===== src/rtl/mul_unit.sv =====
// mul_unit: iterative shift-add 16-bit multiplier with start/busy/done handshake.
// Optional feature: define MUL_SIGNED_EN for two's-complement operands
// (magnitude multiply with sign fix-up at completion); default is unsigned.
module mul_unit #(
  parameter int WIDTH = 16
) (
  input  logic             clk,
  input  logic             Reset_n,
  input  logic             start,
  input  logic [WIDTH-1:0] SR1_IN,
  input  logic [WIDTH-1:0] SR2_IN,
  output logic             busy,
  output logic             done,
  output logic [WIDTH-1:0] result,
  output logic             overflow,
  output logic [2:0]       NZP
);
  typedef enum logic [1:0] {IDLE, RUN, DONE} state_t;
  state_t             state_q;
  logic [2*WIDTH-1:0] acc_q, acc_d, mcand_q, prod;
  logic [WIDTH-1:0]   mplier_q, op_a, op_b, result_q;
  logic [4:0]         cnt_q;
  logic               busy_q, done_q, ovf_q, ovf;
  logic [2:0]         nzp_q, nzp;
`ifdef MUL_SIGNED_EN
  logic               sign_q;
  // Operands enter the engine as magnitudes; the product sign is restored at the end.
  always_comb begin
    op_a = SR1_IN[WIDTH-1] ? -SR1_IN : SR1_IN;
    op_b = SR2_IN[WIDTH-1] ? -SR2_IN : SR2_IN;
    acc_d = acc_q + (mplier_q[0] ? mcand_q : '0);
    prod = sign_q ? -acc_d : acc_d;
    ovf = !((&prod[2*WIDTH-1:WIDTH-1]) || !(|prod[2*WIDTH-1:WIDTH-1]));
    nzp = {prod[WIDTH-1], prod[WIDTH-1:0] == '0, !prod[WIDTH-1] && prod[WIDTH-1:0] != '0};
  end
`else
  // Unsigned product: overflow whenever the upper half is non-zero.
  always_comb begin
    op_a = SR1_IN;
    op_b = SR2_IN;
    acc_d = acc_q + (mplier_q[0] ? mcand_q : '0);
    prod = acc_d;
    ovf = |prod[2*WIDTH-1:WIDTH];
    nzp = {prod[WIDTH-1], prod[WIDTH-1:0] == '0, !prod[WIDTH-1] && prod[WIDTH-1:0] != '0};
  end
`endif
  // Control FSM and datapath; outputs only move on entry to DONE.
  always_ff @(posedge clk or negedge Reset_n) begin
    if (!Reset_n) begin
      state_q  <= IDLE;
      acc_q    <= '0;
      mcand_q  <= '0;
      mplier_q <= '0;
      cnt_q    <= '0;
      busy_q   <= 1'b0;
      done_q   <= 1'b0;
      result_q <= '0;
      ovf_q    <= 1'b0;
      nzp_q    <= 3'b000;
`ifdef MUL_SIGNED_EN
      sign_q   <= 1'b0;
`endif
    end else begin
      done_q <= 1'b0;
      case (state_q)
        RUN: begin
          acc_q    <= acc_d;
          mplier_q <= mplier_q >> 1;
          mcand_q  <= mcand_q << 1;
          cnt_q    <= cnt_q + 5'd1;
          if (cnt_q == 5'(WIDTH-1)) begin
            state_q  <= DONE;
            busy_q   <= 1'b0;
            done_q   <= 1'b1;
            result_q <= prod[WIDTH-1:0];
            ovf_q    <= ovf;
            nzp_q    <= nzp;
          end
        end
        default: begin
          if (start) begin
            state_q  <= RUN;
            busy_q   <= 1'b1;
            acc_q    <= '0;
            cnt_q    <= '0;
            mcand_q  <= {{WIDTH{1'b0}}, op_a};
            mplier_q <= op_b;
`ifdef MUL_SIGNED_EN
            sign_q   <= SR1_IN[WIDTH-1] ^ SR2_IN[WIDTH-1];
`endif
          end else begin
            state_q <= IDLE;
          end
        end
      endcase
    end
  end
  assign busy     = busy_q;
  assign done     = done_q;
  assign result   = result_q;
  assign overflow = ovf_q;
  assign NZP      = nzp_q;
endmodule

===== config.mk =====
export PLATFORM = sky130hd
export DESIGN_NAME = mul_unit
export DESIGN_NICKNAME = d
export VERILOG_FILES = /design/src/rtl/mul_unit.sv
export SDC_FILE = /design/constraint.sdc
export NUM_CORES = 1
export LEC_CHECK = 0
export ABC_AREA = 0
export BUFFER_PORTS_ARGS = -buffer_cell sky130_fd_sc_hd__buf_4
export CORE_ASPECT_RATIO = 0.6
export CORE_UTILIZATION = 55
export DETAILED_ROUTE_END_ITERATION = 12
export PLACE_DENSITY = 0.77
export SETUP_SLACK_MARGIN = 0.15
export SLEW_MARGIN = 10
export SYNTH_ARGS = -nofsm -noshare
export SYNTH_HDL_FRONTEND = slang
export SYNTH_SLANG_ARGS = --single-unit

===== constraint.sdc =====
create_clock -name clk -period 3.45 [get_ports clk]
set_clock_uncertainty 0.1 [all_clocks]
set_input_delay 0.1725 -clock clk [delete_from_list [all_inputs] [get_ports clk]]
set_output_delay 0.1725 -clock clk [all_outputs]
set_load 0.02 [all_outputs]

# Yosys cells after proc, flatten, opt, wreduce, memory -nomap -nowiden
# Index checks and enable logic that the tools add are counted.
word_totals:
  register_bits: 109
  inputBits: 35
  output_inout_bits: 22
  word_cells: 40
op_classes:
  eq_ne: 3
  addsub: 2
  mux: 17
  n_reduce_logical: 8
ops:
  columns: ["op", "count"]
  rows:
  - ["$mux W32", 5]
  - ["$add A32 B32 Y32", 1]
  - ["$mux W16", 2]
  - ["$logic_not A16 Y1", 1]
  - ["$reduce_bool A16 Y1", 1]
  - ["$reduce_or A16 Y1", 1]
  - ["$mux W5", 2]
  - ["$mux W1", 6]
  - ["$add A5 B1 Y5 const B", 1]
  - ["$eq A5 B4 Y1 const B", 1]
  - ["$mux W2", 2]
  - ["$reduce_and A2 Y1", 2]
  - ["$eq A2 B1 Y1 const B", 1]
  - ["$ne A2 B2 Y1 const B", 1]
  - ["$reduce_bool A2 Y1", 1]
  - ["$logic_and A1 B1 Y1", 1]
  - ["$logic_not A1 Y1", 1]

# Logic depth before layout (Yosys ltp)
# Gate-level depths: netlist (run 1).
logic_depth:
  ltp_word: 4
  mapped_depth: 13
  depth_no_buf: 12

# Worst setup path before layout (run 1)
# OpenSTA, ideal clock, no wires.
synth_path:
  kind: "register -> register"
  from: "register mplier_q[0]"
  to: "register ovf_q, in the netlist overflow"
  setup_ns: 0.131
  n_path_buf: 1
  required_ns: 3.219
  t_arrival_ns: 3.086
  synth_period_minus_slack_ns: 3.317
  path_stages_with_launch: 14
  slack_ns: 0.133
  cell_sequence: "dfrtp_1 -> clkbuf_1 -> and2_1 -> ha_1 -> fa_1 -> a21o_1 -> a22o_1 -> o41ai_4 -> o311a_4 -> o21a_4 -> xor2_2 -> nand4_1 -> nor4_1 -> a31oi_1"
synth_via:
  elab_chain_len: 3
synth_lines:
  columns: ["item", "line_no", "text"]
  rows:
  - ["start, declared", "21", "logic [WIDTH-1:0] mplier_q, op_a, op_b, result_q;"]
  - ["start signal, assigned", "68", "mplier_q <= mplier_q >> 1;"]
  - ["start signal, assigned", "87", "mplier_q <= op_b;"]
  - ["$mux W32", "41", "acc_d = acc_q + (mplier_q[0] ? mcand_q : '0);"]
  - ["$add A32 B32 Y32", "41", null]
  - ["$reduce_or A16 Y1", "43", "ovf = |prod[2*WIDTH-1:WIDTH];"]
  - ["end signal, assigned", "76", "ovf_q <= ovf;"]
  - ["end, declared", "23", "logic busy_q, done_q, ovf_q, ovf;"]
# Every way passes these cells.
# A chain may end at the register's enable or synchronous reset.

# Final worst setup path (run 1)
# Ends and elaborated chain as after synthesis.

==> impl_metrics.py, run 1 <==
metrics = {
    "status": {
        "status": "finished, final reports clean",
    },
    "final_layout": {
        "area_growth_pct": 15.32,
        "antenna_cells": 0,
        "nNetsFinal": 844,
        "stdcell_count": 940,
        "drive_above_1_share_pct": 17.31,
    },
    "pwr": {
        "pwr_density_cell_mw_per_mm2": 793.3,
        "leakage_uw": 0.003664,
        "worst_ir_drop_vdd_mv": 0.4148,
    },
    "clock_network": {
        "path_clk_slew_ns": 0.08,
        "clock-sinks": 108,
        "root_buffer": "clkbuf_16",
        "cts.htree.levels": 3,
        "cts_tree": "done",
        "clock_path_buffers": 2,
        "clock_latency_ns": 0.35,
        "cts_made_buffers": 9,
    },
    "grt": {
        "grt_max_degree": 92,
        "antenna_found_initial": 0,
        "grt.overflow.total": 0,
        "first_global_vias": 5389,
        "grt_usage_pct": 29.74,
        "grt_pass1_wl_microns": 28720,
    },
    "worst_setup_path": {
        "start_kind": "flip-flop",
        "critical_path_class": "flip-flop to flip-flop",
        "path_max_fanout": 6,
        "cp.depth": 12,
        "cp_slowest_stage_delay_ns": 0.46,
        "cp.required_ns": 3.58,
        "critical_path.slowest_cell": "dfrtp_2",
        "arrival_ns": 3.42,
        "path_buf_inv": 1,
        "cp-end-kind": "flip-flop",
        "cp_cell_sequence": "clkbuf_2, and2_1, ha_1, nand3_1, a41oi_2, o41ai_4, o311a_4, o21a_4, o211ai_1, nand4_1, nor4_2, a31oi_1",
        "rr_worst_depth": 12,
        "crit_family": "compound AO/OA/AOI/OAI gates",
    },
    "logic_synthesis": {
        "synthFlopType": "dfrtp_1",
        "yosys_warnings": 0,
        "synth_top_family_by_area": "simple AND/OR/NAND/NOR gates",
        "yosys-top-cells-area": "dfrtp_1 (40%), nand2_1 (6.5%), o21ai_0 (6.4%)",
        "yosysTopAreaCellShare_pct": 40.44,
        "ys_types": 62,
        "yosys.area_share.simple_pct": 21.49,
        "syn_nets": 796,
        "synth.avg_cell_area_sq_um": 9.192,
        "yosys.area.top_type": "dfrtp_1",
        "ys_ff_latch": 108,
        "synthAdderAreaFrac_pct": 6.478,
        "synthCells": 727,
        "syn_area_sq_mm": 0.006683,
        "synth_compound_area_share_pct": 17.51,
        "synth_xor_area_share_pct": 3.894,
        "synth_mux_area_share_pct": 5.598,
        "synth_edf_count": 0,
        "async_flop_share_pct": 100.0,
        "ys_seq_area_share_pct": 40.44,
    },
    "drt": {
        "finalWirelength_microns": 17700,
        "drc": 0,
        "via_per_inst": 6.068,
        "ant_nets": 0,
        "dr.pass1.iters": 5,
        "first_iter_violations": 654,
        "vias": 5704,
        "wl_per_cell_microns": 18.83,
    },
    "sta": {
        "grt_setup_unrepaired": "yes",
        "post-route-period-util_pct": 95.38,
        "min_period_ns": 3.291,
        "tightest_slew_ns": 0.9928,
        "hold_viol": 0,
        "setup_viol": 0,
        "maxSlewHeadroom_pct": 33.81,
        "fmax_mhz": 303.9,
        "slew_violations": 0,
        "tns_ns": 0,
    },
    "place": {
        "dp.cells": 916,
        "io_buffers": 56,
        "place_hpwl_microns": 12430,
        "place_congestion": 0.9550,
    },
    "floorplanning": {
        "die_y_microns": 87.38,
        "die_area_sq_mm": 0.01261,
        "coreArea_sq_mm": 0.01156,
        "die-width_microns": 144.3,
        "start_util_pct": 57.80,
        "rows": 30,
        "io_pins": 57,
    },
    "hold_path": {
        "holdPathStages": 3,
        "hold_class": "input port to flip-flop",
    },
    "run": {
        "max_cap_viol_count": 0,
    },
}
[placed cells by master (no fill, tap or decap), types with 3 or more instances in the layout]
cell / Yosys / final
o21a_1: 5 / 5
mux2_2: 3 / 3
o21bai_1: 4 / 4
and2_1: 31 / 30
clkbuf_16: 0 / 9
xnor2_1: 13 / 10
nor3_2: 1 / 3
o21ai_0: 86 / 85
a21oi_1: 32 / 29
inv_6: 0 / 4
buf_4: 4 / 78
nand3_1: 10 / 10
ha_2: 0 / 4
nand2b_1: 6 / 5
and3_1: 5 / 5
xnor2_2: 0 / 3
a21o_1: 17 / 17
o211ai_1: 9 / 9
mux2i_1: 34 / 34
a31oi_1: 5 / 4
nand2_1: 116 / 116
nand3b_1: 47 / 47
o21ai_1: 3 / 4
inv_1: 12 / 12
o2111ai_1: 3 / 3
dfrtp_1: 108 / 107
nor2_1: 23 / 23
dlygate4sd3_1: 0 / 3
nand4_1: 19 / 19
ha_1: 33 / 28
xor2_1: 13 / 13
[cell families (layout without fill, tap and decap cells)]
group	count (synthesis)	after routing
adder cells (fa/ha/maj)	34	34
multiplexers	37	37
buffers and inverters	59	112
AO/OA/AOI/OAI	186	186
AND/OR/NAND/NOR	275	275
XOR/XNOR	28	28
flip-flops	108	108
[Yosys cell counts (all sizes together), types with 2 or more instances]
cell type / instances
inv: 12
a211oi: 3
o41ai: 2
o211ai: 9
a21oi: 32
nand3: 10
nand4: 19
xor2: 15
or3: 2
nor2: 23
nor3: 6
nor2b: 2
buf: 14
clkbuf: 33
o21ai: 89
xnor2: 13
o21a: 6
o21bai: 4
a31oi: 5
o311ai: 2
o31ai: 3
dfrtp: 108
nand2: 116
a21o: 17
mux2i: 34
and3: 6
nand2b: 6
ha: 33
mux2: 3
nand3b: 47
and2: 31
o2111ai: 3
or2: 3
[per-layer routing]
layer  vias to the layer above  routed length (microns)  GRT usage (%)  part of all wire (%)
li1                       2671                        -              -                     -
met1                      2812                     8901          47.54                    50
met2                       207                     7304          41.13                    41
met3                        14                     1394          6.212                   7.9
met4                         0                      102          4.402                  0.58
met5                         -                        0              0                     0
[power breakdown]
group | switching [uW] | total (uW) | leakage (uW) | internal (uW)
Sequential | 350 | 2120 | 0.00140 | 1770
Combinational | 1830 | 2950 | 0.00212 | 1120
Clock | 532 | 1050 | 0.000143 | 514
Total | 2710 | 6110 | 0.00366 | 3400
[per-stage QoR]
stage                     util [%]  total power [uW]  hold slack [ns]  cell area, sq um  setup WS (ns)
final                        66.66              6113         0.004093              7706         0.1595
after global routing         66.66              6510         0.007916              7706        0.06635
after CTS                    65.58              5973         0.006289              7582         0.1521
after detailed placement     62.51              4888           0.2705              7227        0.06891
after global placement       62.51              4774           0.2531              7227         0.1025
after floorplan                  -              4019          -0.2231              6683         0.2101
[state kept, by name, indices dropped and copies added (netlist names), 2 cells and up]
| name | flops |
|---|---|
| NZP | 2 |
| mcand_q | 32 |
| state_q | 2 |
| acc_q | 32 |
| result | 16 |
| mplier_q | 16 |
| cnt_q | 5 |
[what timing repair did]
action                                  in CTS  in global routing
hold endpoints to repair                    68                  0
hold buffers                                 3                  0
setup buffers                                2                  3
pin swaps                                    3                 12
endpoints found under the setup margin       3                  6
resized for setup                            4                 22
[worst paths after layout]
path | startpoint | to | slack, ns
worst max-delay path | mplier_q[0] | overflow | 0.16
worst min-delay path | SR1_IN[4] | mcand_q[4] | 0.004
worst max register to register | mplier_q[0] | overflow | 0.16
worst min register to register | result[13] | result[13] | 0.38
max in group asynchronous | Reset_n | mplier_q[0] | 2.10
min in group asynchronous | Reset_n | mcand_q[11] | 0.37
[worst register-to-register path, stage by stage, from the launching register on]
cell and delay [ns]:
dfrtp_2 0.46, clkbuf_2 0.17, and2_1 0.16, ha_1 0.39
nand3_1 0.21, a41oi_2 0.28, o41ai_4 0.13, o311a_4 0.35
o21a_4 0.21, o211ai_1 0.29, nand4_1 0.14, nor4_2 0.17
a31oi_1 0.11
[area by class of cell]
type / instances / area, sq um
fillers: 959 / 3855
multi-input cells: 560 / 3805
flip-flops and latches: 108 / 2704
repair buffers: 84 / 660.6
clock buffers: 10 / 229.0
well taps: 160 / 200.2
clock inverters: 6 / 62.56
inverters: 12 / 45.04
(Power assumes the default switching activity.)
==> run 2, diff against run 1 <==
--- a/config.mk
+++ b/config.mk
@@ -8,9 +8,10 @@
 export ABC_AREA = 0
 export BUFFER_PORTS_ARGS = -buffer_cell sky130_fd_sc_hd__buf_4
 export CORE_ASPECT_RATIO = 0.6
-export CORE_UTILIZATION = 55
+export CORE_UTILIZATION = 56
+export CTS_BUF_LIST = sky130_fd_sc_hd__clkbuf_2
 export DETAILED_ROUTE_END_ITERATION = 12
-export PLACE_DENSITY = 0.77
+export PLACE_DENSITY = 0.78
 export SETUP_SLACK_MARGIN = 0.15
 export SLEW_MARGIN = 10
 export SYNTH_ARGS = -nofsm -noshare
==> run 2 against run 1 <==
Net effect: global-route usage is 0.27 points lower; via count is 2.1% higher; hold slack better by 0.014 ns; cell count is 3.6% higher; power is 4.7% lower; worst setup slack better by 0.021 ns; critical path depth is 1 higher; count of clock-buffer cells in the layout is 1 lower; maximum frequency is 0.63% higher; routed wire length is 1.3% higher; critical path type unchanged.
==> impl_metrics.py, run 2 (synthesized netlist as in run 1, its figures left out) <==
metrics = {
    "final_layout": {
        "area_growth_pct": 20.46,
        "final_cell_mix": "nand2_1 (116), dfrtp_1 (107), o21ai_0 (84), buf_4 (84), nand3b_1 (47)",
        "multi_input_area_sq_mm": 0.004009,
        "antenna_cells": 0,
        "top_regs": "acc_q: 32 flops, mcand_q: 32 flops",
        "drive_above_1_share_pct": 20.64,
        "final_common_cell": "nand2_1",
        "nNetsFinal": 878,
        "seq_area_sq_mm": 0.002704,
        "num-fill-cells": 857,
    },
    "clock_network": {
        "clock_latency_ns": 0.65,
        "cts_made_buffers": 9,
        "cts_tree": "done",
        "root_buffer": "clkbuf_2",
        "path_clk_slew_ns": 0.35,
        "clock_path_buffers": 2,
        "cts.htree.levels": 3,
        "clock-sinks": 108,
    },
    "sta": {
        "tns_ns": 0,
        "tightest_slew_ns": 0.9852,
        "finalWorstSetupSlack_ns": 0.1801,
        "slew_violations": 0,
        "fmax_mhz": 305.8,
        "hold_viol": 0,
        "maxSlewHeadroom_pct": 34.32,
        "setup_viol": 0,
        "post-route-period-util_pct": 94.78,
        "grt_setup_unrepaired": "yes",
        "min_period_ns": 3.270,
    },
    "drt": {
        "via_per_inst": 5.982,
        "first_iter_violations": 570,
        "drc": 0,
        "dr.pass1.iters": 5,
        "finalWirelength_microns": 17930,
        "vias": 5826,
        "ant_nets": 0,
        "wl_per_cell_microns": 18.41,
    },
    "grt": {
        "grt_usage_pct": 29.47,
        "grt_pass1_wl_microns": 27880,
        "grt.overflow.total": 0,
        "first_global_vias": 5384,
        "antenna_found_initial": 0,
        "grt_max_degree": 92,
    },
    "worst_setup_path": {
        "arrival_ns": 3.75,
        "rr_worst_depth": 13,
        "r2r_end": "overflow",
        "critPathLaunch": "mplier_q[0]",
        "cp.required_ns": 3.93,
        "critical_path_class": "flip-flop to flip-flop",
        "r2r_slack_ns": 0.18,
        "reg2reg_from": "mplier_q[0]",
        "cp-end-kind": "flip-flop",
        "path_max_fanout": 4,
        "start_kind": "flip-flop",
    },
    "hold_path": {
        "hold_class": "input port to async pin",
    },
    "floorplanning": {
        "die-width_microns": 143.0,
        "start_util_pct": 58.37,
        "coreArea_sq_mm": 0.01145,
        "io_pins": 57,
        "die_y_microns": 86.62,
        "die_area_sq_mm": 0.01239,
        "rows": 30,
    },
    "status": {
        "status": "finished, final reports clean",
    },
    "place": {
        "io_buffers": 56,
        "place_hpwl_microns": 11970,
        "post-place-ws_ns": 0.03691,
        "place_congestion": 0.9367,
    },
    "pwr": {
        "leakage_uw": 0.003726,
        "worst_ir_drop_vdd_mv": 0.3748,
        "pwr_density_cell_mw_per_mm2": 723.3,
    },
    "run": {
        "max_cap_viol_count": 0,
    },
}
[run 2: where the power goes]
group / leakage (uW) / total [uW] / internal, uW / switching [uW]
combinational: 0.00226 / 3080 / 1230 / 1850
clock: 0.0000700 / 593 / 118 / 475
sequential: 0.00140 / 2150 / 1760 / 390
[run 2: cell type report]
cell class	instances	area share, %
well taps	160	2.487
repair buffers	118	12.19
inverters	12	0.5595
multi-input cells	560	49.80
clock inverters	7	0.8237
flip-flops and latches	108	33.59
clock buffers	9	0.5595
[run 2: what timing repair did]
| item | CTS | global route |
|---|---|---|
| buffers inserted | 3 | 5 |
| hold buffers | 33 | 0 |
| hold endpoints to repair | 97 | 0 |
| resized for setup | 8 | 55 |
| pin swaps | 2 | 21 |
| endpoints found under the setup margin | 4 | 7 |
[run 2: worst max path at each step]
stage	endpoint	depth (start not counted)
3_5_place_dp	NZP[1]	11
5_1_grt	NZP[1]	11
6_report	overflow	13
4_1_cts	overflow	12
3_3_place_gp	acc_q[31]	13
2_1_floorplan	overflow	13
[run 2: critical path, cell delays in order (launching register included)]
cell,delay (ns)
dfrtp_2,0.51
buf_4,0.16
and2_1,0.17
fa_2,0.39
a21o_1,0.23
a221oi_2,0.33
buf_4,0.21
or4_1,0.14
nand3_2,0.09
a311o_1,0.30
o2111ai_2,0.08
nand4_1,0.13
nor4_2,0.28
a31oi_1,0.12
[run 2: metrics by stage]
stage | cells | instance area, sq um | power (uW) | utilization [%] | hold WS, ns
floorplan | 727 | 6683 | 4019 | - | -0.2231
global placement | 917 | 7222 | 4723 | 63.08 | 0.2424
detailed placement | 917 | 7222 | 4831 | 63.08 | 0.2450
CTS | 969 | 7729 | 5491 | 67.51 | 0.06849
global route | 974 | 8050 | 6247 | 70.32 | 0.07804
finish | 974 | 8050 | 5823 | 70.32 | 0.01853
[run 2: metal layers]
layer  track usage, %  routed length [microns]
met3            6.906                     1452
met1            45.73                     8671
met4            6.158                      183
met5                0                        0
met2            41.20                     7624
==> run 3, diff against run 2 <==
--- a/config.mk
+++ b/config.mk
@@ -8,6 +8,7 @@
 export ABC_AREA = 0
 export BUFFER_PORTS_ARGS = -buffer_cell sky130_fd_sc_hd__buf_4
 export CORE_ASPECT_RATIO = 0.6
+export CORE_MARGIN = 2
 export CORE_UTILIZATION = 56
 export CTS_BUF_LIST = sky130_fd_sc_hd__clkbuf_2
 export DETAILED_ROUTE_END_ITERATION = 12
==> run 3 against run 2 <==
Net effect: power grew 0.68%; non-clock buffer count rose by 4; count of clock-buffer cells in the layout unchanged; clock power increased by 22%; sequential share of layout area up 0.18 points; combinational power decreased by 3%; routed wire length rose by 0.81%; core utilization fell by 0.38 points; register-to-register slack worse by 0.08 ns; via count up 0.74%; maximum frequency is 2.4% lower; largest power group unchanged.
==> impl_metrics.py, run 3 (synthesized netlist as in run 1, its figures left out) <==
metrics = {
    "worst_setup_path": {
        "path_common_cell": "nand4_1",
        "rr_worst_depth": 12,
        "r2r_end": "NZP[1]",
        "cp-end-kind": "flip-flop",
        "cp.required_ns": 3.96,
        "cp_cell_sequence": "and2_4, ha_4, fa_2, a21o_1, a221oi_2, buf_4, buf_12, xnor2_4, nand4_1, nor4bb_1, nand4_1, o41ai_2",
        "path_buf_inv": 2,
        "path_max_fanout": 6,
        "critPathLaunch": "mplier_q[0]",
        "critical_path.slowest_cell": "dfrtp_2",
        "reg2reg_from": "mplier_q[0]",
        "start_kind": "flip-flop",
        "cp.depth": 12,
        "r2r_slack_ns": 0.1,
        "crit_family": "simple AND/OR/NAND/NOR gates",
        "arrival_ns": 3.86,
        "critical_path_class": "flip-flop to flip-flop",
        "cp-endpoint": "NZP[1]",
        "cp_slowest_stage_delay_ns": 0.52,
    },
    "pwr": {
        "leakage_uw": 0.003745,
        "pwr_density_cell_mw_per_mm2": 732.2,
        "worst_ir_drop_vdd_mv": 0.3883,
        "total_power_uw": 5862,
    },
    "grt": {
        "grt_max_degree": 92,
        "antenna_found_initial": 0,
        "grt_usage_pct": 28.54,
        "first_global_vias": 5470,
        "grt_pass1_wl_microns": 28840,
        "grt.overflow.total": 0,
    },
    "drt": {
        "vias": 5869,
        "first_iter_violations": 597,
        "dr.pass1.iters": 5,
        "drc": 0,
        "finalWirelength_microns": 18080,
        "ant_nets": 0,
        "via_per_inst": 6.001,
        "wl_per_cell_microns": 18.48,
    },
    "place": {
        "io_buffers": 56,
        "placed_area_sq_mm": 0.007194,
        "post-place-ws_ns": 0.07177,
        "place_congestion": 0.9566,
        "place_hpwl_microns": 12400,
    },
    "final_layout": {
        "antenna_cells": 0,
        "top_regs": "acc_q: 32 flops, mcand_q: 32 flops",
        "drive_above_1_share_pct": 19.19,
        "finalInstanceArea_sq_mm": 0.008006,
        "final_common_cell": "nand2_1",
        "final_cell_mix": "nand2_1 (116), dfrtp_1 (107), buf_4 (87), o21ai_0 (84), nand3b_1 (47)",
        "area_growth_pct": 19.81,
        "nNetsFinal": 882,
    },
    "floorplanning": {
        "die-width_microns": 145.0,
        "io_pins": 57,
        "die_y_microns": 88.62,
        "coreArea_sq_mm": 0.01145,
        "rows": 30,
        "die_area_sq_mm": 0.01285,
        "start_util_pct": 58.37,
    },
    "sta": {
        "hold_viol": 0,
        "setup_viol": 0,
        "maxSlewHeadroom_pct": 31.95,
        "fmax_mhz": 298.4,
        "min_period_ns": 3.351,
        "finalWorstSetupSlack_ns": 0.09932,
        "grt_setup_unrepaired": "yes",
        "tightest_slew_ns": 1.021,
        "slew_violations": 0,
        "post-route-period-util_pct": 97.12,
    },
    "clock_network": {
        "cts.htree.levels": 3,
        "cts_made_buffers": 9,
        "clock_latency_ns": 0.66,
        "clock-sinks": 108,
        "clock_path_buffers": 2,
        "cts_tree": "done",
        "root_buffer": "clkbuf_2",
        "path_clk_slew_ns": 0.36,
    },
    "status": {
        "status": "finished, final reports clean",
    },
    "hold_path": {
        "hold_class": "input port to async pin",
    },
    "run": {
        "max_cap_viol_count": 0,
    },
}
[run 3: final cells by class]
type / instances / area (sq um)
sequential: 108 / 2704
multi-input combinational: 560 / 3892
clock buffer: 9 / 45.04
fill: 852 / 3442
tap: 160 / 200.2
timing repair buffer: 122 / 1007
clock inverter: 7 / 112.6
inverter: 12 / 45.04
[run 3: routing by layer]
layer  wire length (microns)  GRT usage [%]  vias to the layer above  part of all wire [%]
met4                     172          5.671                        0                  0.95
met2                    7689          42.51                      253                    43
met3                    1610          6.753                       21                   8.9
li1                        -              -                     2744                     -
met1                    8607          42.87                     2851                    48
met5                       0              0                        -                     0
[run 3: worst min path at each step]
stage               slack, ns            to    start
detailed placement       0.31    result[13]  Reset_n
floorplan               -0.22        NZP[0]  Reset_n
CTS                      0.09   mcand_q[19]  Reset_n
finish                   0.07     acc_q[18]  Reset_n
global placement         0.30    result[12]  Reset_n
global route             0.08  mplier_q[10]    start
[run 3: repair_timing]
item | CTS | global route
buffers inserted | 5 | 9
pin swaps | 6 | 14
gates resized for setup | 12 | 32
hold endpoints to repair | 110 | 0
hold buffers | 33 | 0
endpoints found under the setup margin | 3 | 7
[run 3: through the flow]
| step | utilization [%] | cells | hold slack (ns) | TNS, ns |
|---|---|---|---|---|
| 2_1_floorplan | - | 727 | -0.2231 | 0 |
| 3_3_place_gp | 62.84 | 915 | 0.3023 | 0 |
| 3_5_place_dp | 62.84 | 915 | 0.3117 | 0 |
| 4_1_cts | 67.99 | 969 | 0.08854 | 0 |
| 5_1_grt | 69.93 | 978 | 0.07888 | -0.003753 |
| 6_report | 69.93 | 978 | 0.06922 | 0 |
[run 3: power breakdown]
group          switching (uW)  internal, uW
Clock                     517           205
Sequential                377          1760
Combinational            1830          1180
Total                    2720          3140
